`src/rtl/mips_mc_ctrl_v2.sv`:
```
// Multicycle MIPS control FSM with memory handshake, stall timeout and retirement pulse.
// Optional: define ILLEGAL_OP_TRAP_EN to trap undefined opcodes instead of retiring them as NOPs.
module mips_mc_ctrl_v2 #(
    parameter int OP_W       = 6,
    parameter int WAIT_LIMIT = 0,
    parameter int CNT_W      = 8
) (
    input  logic            clk,
    input  logic            rst,
    input  logic [OP_W-1:0] op,
    input  logic            mem_ready,
    output logic            PCWrite,
    output logic            PCWriteCond,
    output logic            IorD,
    output logic            MemRead,
    output logic            MemWrite,
    output logic            IRWrite,
    output logic            RegWrite,
    output logic [1:0]      RegDst,
    output logic [1:0]      MemtoReg,
    output logic            ALUSrcA,
    output logic [1:0]      ALUSrcB,
    output logic            ExtOp,
    output logic [1:0]      PCSource,
    output logic [2:0]      ALUOp,
    output logic            instr_done,
    output logic            mem_err,
    output logic [3:0]      state_dbg
);

    typedef enum logic [3:0] {
        S_FETCH  = 4'd0,
        S_DECODE = 4'd1,
        S_MEMADR = 4'd2,
        S_MEMRD  = 4'd3,
        S_MEMWB  = 4'd4,
        S_MEMWR  = 4'd5,
        S_RTEX   = 4'd6,
        S_RTWB   = 4'd7,
        S_BEQ    = 4'd8,
        S_BNE    = 4'd9,
        S_IMMEX  = 4'd10,
        S_IMMWB  = 4'd11,
        S_JUMP   = 4'd12,
        S_JAL    = 4'd13,
        S_TRAP   = 4'd14
    } state_t;

    localparam logic [OP_W-1:0] OP_RTYPE = OP_W'(6'b000000);
    localparam logic [OP_W-1:0] OP_J     = OP_W'(6'b000010);
    localparam logic [OP_W-1:0] OP_JAL   = OP_W'(6'b000011);
    localparam logic [OP_W-1:0] OP_BEQ   = OP_W'(6'b000100);
    localparam logic [OP_W-1:0] OP_BNE   = OP_W'(6'b000101);
    localparam logic [OP_W-1:0] OP_ADDI  = OP_W'(6'b001000);
    localparam logic [OP_W-1:0] OP_SLTI  = OP_W'(6'b001010);
    localparam logic [OP_W-1:0] OP_ANDI  = OP_W'(6'b001100);
    localparam logic [OP_W-1:0] OP_ORI   = OP_W'(6'b001101);
    localparam logic [OP_W-1:0] OP_LW    = OP_W'(6'b100011);
    localparam logic [OP_W-1:0] OP_SW    = OP_W'(6'b101011);

`ifdef ILLEGAL_OP_TRAP_EN
    localparam bit TRAP_ILLEGAL = 1'b1;
`else
    localparam bit TRAP_ILLEGAL = 1'b0;
`endif

    // Stall budget expressed as the count value seen on the last allowed stall cycle.
    localparam logic [CNT_W-1:0] LIMIT_M1 =
        (WAIT_LIMIT == 0) ? '0 : CNT_W'(WAIT_LIMIT - 1);

    state_t             state;
    state_t             state_nxt;
    logic [CNT_W-1:0]   stall_cnt;
    logic               mem_err_q;
    logic               mem_state;
    logic               timeout;
    logic               op_legal;
    logic               illegal_trap;

    always_comb begin
        op_legal = 1'b0;
        case (op)
            OP_LW, OP_SW, OP_RTYPE, OP_BEQ, OP_BNE,
            OP_ADDI, OP_ANDI, OP_ORI, OP_SLTI, OP_J, OP_JAL: op_legal = 1'b1;
            default: op_legal = 1'b0;
        endcase
    end

    assign mem_state    = (state == S_FETCH) || (state == S_MEMRD) || (state == S_MEMWR);
    assign timeout      = (WAIT_LIMIT != 0) && mem_state && !mem_ready && (stall_cnt == LIMIT_M1);
    assign illegal_trap = TRAP_ILLEGAL && (state == S_DECODE) && !op_legal;

    always_comb begin
        state_nxt = state;
        case (state)
            S_FETCH: begin
                if (mem_ready)    state_nxt = S_DECODE;
                else if (timeout) state_nxt = S_TRAP;
            end
            S_DECODE: begin
                case (op)
                    OP_LW, OP_SW:                      state_nxt = S_MEMADR;
                    OP_RTYPE:                          state_nxt = S_RTEX;
                    OP_BEQ:                            state_nxt = S_BEQ;
                    OP_BNE:                            state_nxt = S_BNE;
                    OP_ADDI, OP_ANDI, OP_ORI, OP_SLTI: state_nxt = S_IMMEX;
                    OP_J:                              state_nxt = S_JUMP;
                    OP_JAL:                            state_nxt = S_JAL;
                    default: state_nxt = TRAP_ILLEGAL ? S_TRAP : S_FETCH;
                endcase
            end
            S_MEMADR: state_nxt = (op == OP_LW) ? S_MEMRD : S_MEMWR;
            S_MEMRD: begin
                if (mem_ready)    state_nxt = S_MEMWB;
                else if (timeout) state_nxt = S_TRAP;
            end
            S_MEMWR: begin
                if (mem_ready)    state_nxt = S_FETCH;
                else if (timeout) state_nxt = S_TRAP;
            end
            S_RTEX:  state_nxt = S_RTWB;
            S_IMMEX: state_nxt = S_IMMWB;
            S_TRAP:  state_nxt = S_TRAP;
            default: state_nxt = S_FETCH;
        endcase
    end

    always_ff @(posedge clk or posedge rst) begin
        if (rst) begin
            state     <= S_FETCH;
            stall_cnt <= '0;
            mem_err_q <= 1'b0;
        end else begin
            state <= state_nxt;
            // Counter only runs while a memory state is held waiting on mem_ready.
            if (mem_ready || !mem_state || (state_nxt != state)) begin
                stall_cnt <= '0;
            end else if (stall_cnt != '1) begin
                stall_cnt <= stall_cnt + CNT_W'(1);
            end
            if (timeout || illegal_trap) begin
                mem_err_q <= 1'b1;
            end
        end
    end

    always_comb begin
        PCWrite     = 1'b0;
        PCWriteCond = 1'b0;
        IorD        = 1'b0;
        MemRead     = 1'b0;
        MemWrite    = 1'b0;
        IRWrite     = 1'b0;
        RegWrite    = 1'b0;
        RegDst      = 2'b00;
        MemtoReg    = 2'b00;
        ALUSrcA     = 1'b0;
        ALUSrcB     = 2'b00;
        ExtOp       = 1'b1;
        PCSource    = 2'b00;
        ALUOp       = 3'b000;
        instr_done  = 1'b0;
        case (state)
            S_FETCH: begin
                MemRead = 1'b1;
                ALUSrcB = 2'b01;
                IRWrite = mem_ready;
                PCWrite = mem_ready;
            end
            S_DECODE: begin
                ALUSrcB    = 2'b11;
                instr_done = !op_legal && !TRAP_ILLEGAL;
            end
            S_MEMADR: begin
                ALUSrcA = 1'b1;
                ALUSrcB = 2'b10;
            end
            S_MEMRD: begin
                IorD    = 1'b1;
                MemRead = 1'b1;
            end
            S_MEMWB: begin
                RegWrite   = 1'b1;
                MemtoReg   = 2'b01;
                instr_done = 1'b1;
            end
            S_MEMWR: begin
                IorD       = 1'b1;
                MemWrite   = 1'b1;
                instr_done = mem_ready;
            end
            S_RTEX: begin
                ALUSrcA = 1'b1;
                ALUOp   = 3'b010;
            end
            S_RTWB: begin
                RegWrite   = 1'b1;
                RegDst     = 2'b01;
                instr_done = 1'b1;
            end
            S_BEQ, S_BNE: begin
                ALUSrcA     = 1'b1;
                PCWriteCond = 1'b1;
                PCSource    = 2'b01;
                instr_done  = 1'b1;
                ALUOp       = (state == S_BEQ) ? 3'b001 : 3'b011;
            end
            S_IMMEX: begin
                ALUSrcA = 1'b1;
                ALUSrcB = 2'b10;
                ExtOp   = !((op == OP_ANDI) || (op == OP_ORI));
                case (op)
                    OP_ANDI: ALUOp = 3'b100;
                    OP_ORI:  ALUOp = 3'b101;
                    OP_SLTI: ALUOp = 3'b110;
                    default: ALUOp = 3'b000;
                endcase
            end
            S_IMMWB: begin
                RegWrite   = 1'b1;
                instr_done = 1'b1;
                ExtOp      = !((op == OP_ANDI) || (op == OP_ORI));
            end
            S_JUMP: begin
                PCWrite    = 1'b1;
                PCSource   = 2'b10;
                instr_done = 1'b1;
            end
            S_JAL: begin
                RegWrite   = 1'b1;
                RegDst     = 2'b10;
                MemtoReg   = 2'b10;
                PCWrite    = 1'b1;
                PCSource   = 2'b10;
                instr_done = 1'b1;
            end
            S_TRAP: ;
            default: ExtOp = 1'b0;
        endcase
        // Reset overrides asynchronously to the FETCH decode with every write enable held off.
        if (rst) begin
            PCWrite     = 1'b0;
            PCWriteCond = 1'b0;
            IorD        = 1'b0;
            MemRead     = 1'b1;
            MemWrite    = 1'b0;
            IRWrite     = 1'b0;
            RegWrite    = 1'b0;
            RegDst      = 2'b00;
            MemtoReg    = 2'b00;
            ALUSrcA     = 1'b0;
            ALUSrcB     = 2'b01;
            ExtOp       = 1'b1;
            PCSource    = 2'b00;
            ALUOp       = 3'b000;
            instr_done  = 1'b0;
        end
    end

    assign mem_err   = mem_err_q && !rst;
    assign state_dbg = rst ? 4'd0 : state;

endmodule
```
`config.mk`:
```
export PLATFORM = sky130hd
export DESIGN_NAME = mips_mc_ctrl_v2
export DESIGN_NICKNAME = d
export VERILOG_FILES = /design/src/rtl/mips_mc_ctrl_v2.sv
export SDC_FILE = /design/constraint.sdc
export NUM_CORES = 1
export LEC_CHECK = 0
export CORE_UTILIZATION = 36
export CTS_CLUSTER_SIZE = 12
export DETAILED_ROUTE_END_ITERATION = 16
export PLACE_DENSITY_LB_ADDON = 0.12
export SETUP_SLACK_MARGIN = 0.05
export SLEW_MARGIN = 10
export SYNTH_ARGS = -nofsm -noshare
export SYNTH_HDL_FRONTEND = slang
export SYNTH_SLANG_ARGS = --single-unit
```
`constraint.sdc`:
```
create_clock -name clk -period 1.6 [get_ports clk]
set_clock_uncertainty 0.2 [all_clocks]
set_input_delay 0.32 -clock clk [delete_from_list [all_inputs] [get_ports clk]]
set_output_delay 0.32 -clock clk [all_outputs]
set_load 0.02 [all_outputs]
```
==> impl_results.md, run 1 <==
* Status: aborted with a tool error
* Stage reached: clock tree synthesis
* Stop err: [ERROR DPL-0038] Utilization greater than 100%, impossible to legalize
* Post-synth ARST share at 1.000
* Post-CTS Setup Bufs at 16
* Die width at 46.86 um
* Clock buffer count from CTS at 3
* Detailed placement HPWL at 2735 um
* Synth area leader: dfrtp_1
* Number of synthesized register bits at 4
* Number of H-tree levels at 1
* Clock Sinks at 4
* Post_cts resized at approximately 190
* Die H at 46.86 um
* Sequential share of the synthesized area at 0.1382
* Placer Congestion at around 0.84
* Post-Syn Area at between 700 and 800 um^2
* Gate Count Post-Synth at 108
* Maximum clock path buffer count at 2
* Number of buffers added on ports at 33
* Post-Synthesis Net Count at between 100 and 150
* DP Worst Slack at -1.234 ns
* Synth warnings at 0
* Synth top area cells: dfrtp_1, nor2b_1, nor2_1, nand2_1, and3_1
* Clk root buf: clkbuf_4
* I/O Pins at 35
* Ys flop type: dfrtp_1
* Top-area cell type share of the netlist area at 0.1382
* Synth cell types at 44
* Initial core utilization at 0.4021
* CTS hold repair buffers at 0
* FP Rows at 15
* Cells after DPL at about 200
* Placed cell area at 1602 um^2
* Synthesized area per cell at 6.708 um^2
* EDFF count, synth at 0
Yosys cell counts (3+ instances only):
cell type,instances
nor2b_1,8
dfrtp_1,4
o21ai_0,5
and3_1,4
nand2b_1,4
clkbuf_1,5
a21oi_1,3
nor3_1,3
and2_1,3
buf_4,3
nand2_1,8
nor2_1,12
inv_1,3
buf_2,3
through the flow:
step,hold WS [ns],TNS [ns]
3_5_place_dp,0.5409,-23.57
3_3_place_gp,0.5129,-21.97
2_1_floorplan,-0.04603,-1.046
kinds of logic after synthesis:
group | Yosys count | synth area share
muxes | 1 | 0.01382
xor gates and xnor gates | 2 | 0.02418
AOI/OAI and AO/OA | 25 | 0.2505
buffers and inverters | 15 | 0.1088
DFF | 4 | 0.1382
and+or+nand+nor | 60 | 0.4594
other | 1 | 0.005176
==> inputs of run 2 (changes only) <==
CORE_AREA = 2 2 63 65   (was default)
CORE_UTILIZATION = default   (was 36)
CTS_CLUSTER_SIZE = default   (was 12)
DIE_AREA = 0 0 65 67   (was default)
PLACE_DENSITY_LB_ADDON = 0.15   (was 0.12)
SETUP_SLACK_MARGIN = default   (was 0.05)
clock period = 2.1 ns   (was 1.6 ns; I/O delays follow)
==> run 2 against run 1 <==
The flow now finishes, with violations (negative setup slack). Synthesized cell count unchanged. Synthesized area did not move.
==> impl_results.md, run 2 <==
* CTS clk-pin slew, worst paths at 0.03 ns
* Net switching power at 480.8 uW
* Critical path's top delay family: simple AND/OR/NAND/NOR gates
* Commonest non-fill, non-tap cell in the layout: buf_4
* Top flop regs: state x4
* Final hold violations at 0
* Slowest CP cell: or4_4
* Switching Fraction at 0.4115
* Largest net degree at the start of global routing at 12
* Clock Latency Late Sink at 0.21 ns
* Busiest layer in global routing: met2
* Clock network power share at 0.135
* WL/cell at 12.42 um
* Failing checks: negative setup slack
* Total wire length at around 2800 um
* Sequential share of power at 0.113
* Post-Synthesis Net Count at 117 (unchanged)
* Achievable Freq at 0.4383 GHz
* Commonest cells after routing, fill and taps aside: buf_4, buf_6, buf_2, nor2_1, nand2_1
* Hold crit path type: in2async
* Max reg flops at 4
* GR Util met1 at 0.1534
* Crit start category: primary input
* Gate Count Post-Synth at 108 (unchanged)
* Worst path depth at 6
* RSZ-0062 raised after global routing: yes
* Most numerous cell on the critical path: buf_6
* I/O Pins at 35 (unchanged)
* Number of H-tree levels at 1 (unchanged)
* Cell Chain, Critical Path: buf_6, nor2b_4, or4_4, a31o_1, a41o_1, buf_6
* VDD IR max at 0.3586 mV
* Synth cell types at 44 (unchanged)
* Detailed placement HPWL at 2317 um (-15%)
* CP peak stage delay at 0.48 ns
* Proportion of layout cells with a drive suffix above 1 at 0.6000
* Met2 Usage GRT at 0.2732
* Synth warnings at 0 (unchanged)
* First-pass GRT wire length at 4698 um
* Min Hold Slack at 0.2642 ns
* Setup crit end kind: output pin
* Max_cap viols at 0
* Vias at 1042
* Clk root buf: clkbuf_8
* Number of synthesized register bits at 4 (unchanged)
* GRT Residual Overflow at 0
* Post-synth ARST share at 1.000 (unchanged)
* Via/cell ratio at 4.570
* Synth top area cells: dfrtp_1, nor2b_1, nor2_1, nand2_1, and3_1
* Post-Syn Area at 724.4 um^2 (unchanged)
* EDFF count, synth at 0 (unchanged)
* Count leader, synth: nor2_1
* Top post-synthesis cells by count: nor2_1, nand2_1, nor2b_1
* Pwr Density at 748.3 nW/um^2
* Initial core utilization at 0.2009 (-0.2012)
* Die H at 67 um (+43%)
* Sequential share of the synthesized area at 0.1382 (unchanged)
* Final setup fails at 1
* WP data required at around 1.5 ns
* Worst-case reg-to-reg path depth at 6
* Die area at 4355 um^2
* GR Layer Usage met3 at 0.02196
* Top-area cell type share of the netlist area at 0.1382 (unchanged)
* Die width at 65 um (+39%)
* FP Rows at 22 (+7)
* P_int at 687.7 uW
* Final Cycle Share at 1.086
* CTS tree: done
* Synthesized area per cell at 6.708 um^2 (unchanged)
* Biggest register: state
* Comb pwr share at 0.752
* Number of buffers added on ports at 33 (unchanged)
* Placer Congestion at 0.8941 (+6.4%)
* Area Overhead vs Synth at 115.5%
* Buffers and inverters on the worst path at 2
* Core Box Area at 3606 um^2
* CTS hold repair buffers at 0 (unchanged)
* Pleak at approximately 0.76 nW
* Synth area leader: dfrtp_1
* ANT cells at 0
* Antenna violations before repair at 0
* Critical path fanouts, max at 3
* Clock buffer count from CTS at 3 (unchanged)
* Crit path arrival time at 1.66 ns
* Critical Setup Path Class: in2out
* Tmin final at about 2.3 ns
* Net count reported at finish at 191
* Status: finished, violations left
* DRC violations left at 0
* Remaining antenna violation count at 0
* Final Max Tran Viols at 0
* Final worst slack at -0.1816 ns
* GR Util All Layers at 0.1364
* Final core occ at 0.4330
* Initial drt markers at 19
* Ys flop type: dfrtp_1
* Clock Sinks at 4 (unchanged)
* Maximum clock path buffer count at 2 (unchanged)
* Detailed Routing Iterations Pass 1 at 4
* Vias in the first global route at slightly above 1000
## run 2: cell counts after synthesis
No cell type changed its count.
## run 2: area by class of cell
type	count	area, um^2
clock buffer	3	41.29
fill	378	2044
inverter	3	11.26
multi-input combinational	89	694.4
sequential	4	102.6
tap	48	60.06
timing repair buffer	81	651.9
## run 2: final timing paths
check / startpoint / end / slack (ns)
worst max-delay path: op[1] / instr_done / -0.18
max in group asynchronous: rst / state[2] / 1.29
min in group clk: state[2] / state[0] / 0.55
worst min-delay path: rst / state[0] / 0.26
worst max register to register: state[3] / state[3] / 0.52
worst min register to register: state[2] / state[0] / 0.55
## run 2: worst register-to-register path: cells and delay by family, from the launching register on
family / cells / cell delay (ns)
AOI/OAI and AO/OA: 2 / 0.19
DFF: 1 / 0.39
buffers and inverters: 3 / 0.44
and+or+nand+nor: 1 / 0.27
## run 2: power groups by stage
stage	clock network, mW	registers (mW)	logic (mW)
3_3_place_gp	0	0.120	0.794
2_1_floorplan	0	0.107	0.384
6_report	0.158	0.132	0.879
4_1_cts	0.164	0.122	0.816
5_1_grt	0.170	0.135	0.951
3_5_place_dp	0	0.119	0.794
## run 2: timing repair
action                                  4_1_cts  5_1_grt
endpoints found under the setup margin       25       19
resized for setup                           142       39
setup buffers                                 3        2
pin swaps                                     6        9
## run 2: per-stage QoR
step | std cells | setup slack [ns] | TNS [ns] | total power, mW | cell area, um^2
after floorplan | 108 | -0.003173 | -0.003173 | 0.4907 | 738.2
after CTS | 226 | -0.2176 | -0.2380 | 1.103 | 1480
after detailed placement | 220 | -0.9318 | -13.19 | 0.9131 | 1384
final | 228 | -0.1816 | -0.1816 | 1.168 | 1562
after global placement | 220 | -0.9147 | -13.11 | 0.9136 | 1384
after global routing | 228 | -0.2163 | -0.4010 | 1.256 | 1562
## run 2: cell families after synthesis
group,share of synthesized area
AND/OR/NAND/NOR,0.4594
AO/OA/AOI/OAI,0.2505
buffers and inverters,0.1088
flip-flops,0.1382
XOR/XNOR,0.02418
multiplexers,0.01382
other,0.005176
## run 2: layer usage
layer  vias to the layer above  routed length (um)
met2                        25                1551
met4                         0                   0
met3                         0                 105
met1                       482                1175
met5                         -                   0
li1                        535                   -
Note: power is estimated with default switching activity, not from simulation.
==> inputs of run 3 (changes only) <==
clock period = 2 ns   (was 2.1 ns; I/O delays follow)
==> run 3 against run 2 <==
The flow still finishes with violations (negative setup slack). Combinational power rose by 27%. Critical path depth is the same. Register-to-register slack worse by 0.26 ns. Final cell count grew 7.5%. Design area up 18%. Worst setup slack got worse by 0.094 ns. Sequential cell count did not move. Core utilization increased by 7.9 points. Critical path type unchanged.
==> impl_results.md, run 3 (synthesized netlist as in run 2, its figures left out) <==
* Status: finished, violations left
* Failing checks: negative setup slack
* Biggest register: state
* Crit path arrival time at 1.68 ns (+0.02 ns)
* Critical path's top delay family: simple AND/OR/NAND/NOR gates
* Placer Congestion at 0.8500 (-4.9%)
* Clk root buf: clkbuf_8
* Initial drt markers at 25 (+6)
* Final Cycle Share at 1.138
* Final setup fails at 11 (+10)
* Vias at 1136 (+9.0%)
* Crit start category: primary input
* VDD IR max at 0.4601 mV (+28%)
* Placed cell area at 1395 um^2 (+0.81%)
* FP Rows at 22 (unchanged)
* Min Hold Slack at 0.2546 ns (-0.009554 ns)
* Clock Latency Late Sink at 0.22 ns (about the same)
* WP data required at 1.40 ns (-0.08 ns)
* Achievable Freq at 0.4394 GHz
* Slowest CP cell: or4_4
* Detailed placement HPWL at 2291 um (-1.1%)
* P_int at 867.0 uW (+26%)
* RSZ-0062 raised after global routing: yes
* Cell Chain, Critical Path: buf_6, nor2b_4, or4_4, a31o_1, a41o_1, buf_6
* Net count reported at finish at 208 (+8.9%)
* Final core occ at 0.5118 (+0.07876)
* Max reg flops at 4 (unchanged)
* Critical Setup Path Class: in2out
* Commonest non-fill, non-tap cell in the layout: buf_4
* Sequential share of power at 0.096 (-0.017)
* Total wire length at 3085 um (+8.9%)
* WL/cell at 12.59 um (+1.4%)
* Worst path depth at 6 (unchanged)
* Die width at 65 um (unchanged)
* GRT Residual Overflow at 0 (unchanged)
* Most numerous cell on the critical path: buf_6
* Top flop regs: state x4
* Clock buffer count from CTS at 3 (unchanged)
* Number of H-tree levels at 1 (unchanged)
* Area Overhead vs Synth at 154.7%
* DP Worst Slack at -0.9492 ns (-0.01747 ns)
* Number of buffers added on ports at 33 (unchanged)
* Core Box Area at 3606 um^2 (unchanged)
* Comb pwr share at 0.786 (+0.034)
* CTS hold repair buffers at 0 (unchanged)
* DRC violations left at 0 (unchanged)
* CTS clk-pin slew, worst paths at 0.03 ns (about the same)
* Maximum clock path buffer count at 2 (unchanged)
* Setup TNS at -0.7348 ns (-0.5532 ns)
* Hold crit path type: in2async
* Via/cell ratio at 4.637 (+1.5%)
* Pleak at 0.8793 nW (+16%)
* Proportion of layout cells with a drive suffix above 1 at 0.6802 (+0.08020)
* Initial core utilization at 0.2009 (unchanged)
* Clock network power share at 0.118 (-0.017)
* Critical path fanouts, max at 2 (-1)
* Commonest cells after routing, fill and taps aside: buf_4, buf_6, nor2_1, nand2_1
* Max_cap viols at 0 (unchanged)
* I/O Pins at 35 (unchanged)
* Pwr Density at 775.3 nW/um^2 (+3.6%)
* ANT cells at 0 (unchanged)
* Clock Sinks at 4 (unchanged)
* Worst-case reg-to-reg path depth at 7 (+1)
* Final Max Tran Viols at 0 (unchanged)
* Largest net degree at the start of global routing at 11 (-1)
* GR Util All Layers at 0.1426 (+0.006107)
* Net switching power at 563.8 uW (+17%)
* Vias in the first global route at 1096 (+5.7%)
* Antenna violations before repair at 0 (unchanged)
* Tmin final at 2.276 ns
* First-pass GRT wire length at 4878 um (+3.8%)
* Die H at 67 um (unchanged)
* Die area at 4355 um^2 (unchanged)
* Final worst slack at -0.2758 ns (-0.09415 ns)
* Remaining antenna violation count at 0 (unchanged)
* Detailed Routing Iterations Pass 1 at 4 (unchanged)
* Setup crit end kind: output pin
* CTS tree: done
* Final hold violations at 0 (unchanged)
* Buffers and inverters on the worst path at 2 (unchanged)
* Final Cell Area at 1846 um^2 (+18%)
* Switching Fraction at 0.3940 (-0.01742)
* CP peak stage delay at 0.53 ns (+0.05 ns)
[run 3: power groups by stage]
stage | Clock [mW] | Sequential (mW) | Combinational (mW)
floorplan | 0 | 0.112 | 0.403
global placement | 0 | 0.128 | 0.815
detailed placement | 0 | 0.129 | 0.818
CTS | 0.174 | 0.135 | 0.970
global route | 0.185 | 0.143 | 1.21
finish | 0.169 | 0.138 | 1.12
[run 3: worst register-to-register path, cell delays in order, from the launching register on]
cell	delay, ns
dfrtp_1	0.40
nand2b_4	0.16
buf_4	0.13
buf_4	0.12
buf_4	0.12
nor4_1	0.31
o21ai_0	0.12
o221ai_1	0.09
[run 3: path summary, 6_finish.rpt]
check / from / endpoint / slack (ns)
hold / removal: rst / state[3] / 0.25
setup / recovery: op[1] / instr_done / -0.28
max in group asynchronous: rst / state[2] / 1.20
min in group clk: op[5] / state[2] / 0.54
setup reg to reg: state[1] / state[0] / 0.26
hold reg to reg: state[3] / state[0] / 0.58
[run 3: final cells by class]
class | instances | area [um^2]
Clock buffer | 3 | 41.29
Fill cell | 361 | 1760
Inverter | 3 | 13.76
Multi-Input combinational cell | 89 | 749.5
Sequential cell | 4 | 101.3
Tap cell | 48 | 60.06
Timing Repair Buffer | 98 | 879.6
[run 3: timing repair]
item / in CTS / in global routing
setup buffers: 13 / 9
resized for setup: 182 / 49
hold endpoints to repair: 0 / 0
pin swaps: 14 / 12
setup endpoints to repair: 25 / 23
[run 3: through the flow]
step / total power, mW / instances
5_1_grt: 1.536 / 245
2_1_floorplan: 0.5159 / 108
3_3_place_gp: 0.9435 / 221
3_5_place_dp: 0.9468 / 221
6_report: 1.431 / 245
4_1_cts: 1.278 / 237
[run 3: routing by layer]
metal / wire [um] / vias up / part of all wire / GRT usage
li1: - / 569 / - / -
met1: 1171 / 536 / 0.38 / 0.1556
met2: 1746 / 31 / 0.57 / 0.2771
met3: 167 / 0 / 0.054 / 0.03041
met4: 0 / 0 / 0 / 0.03457
met5: 0 / - / 0 / 0
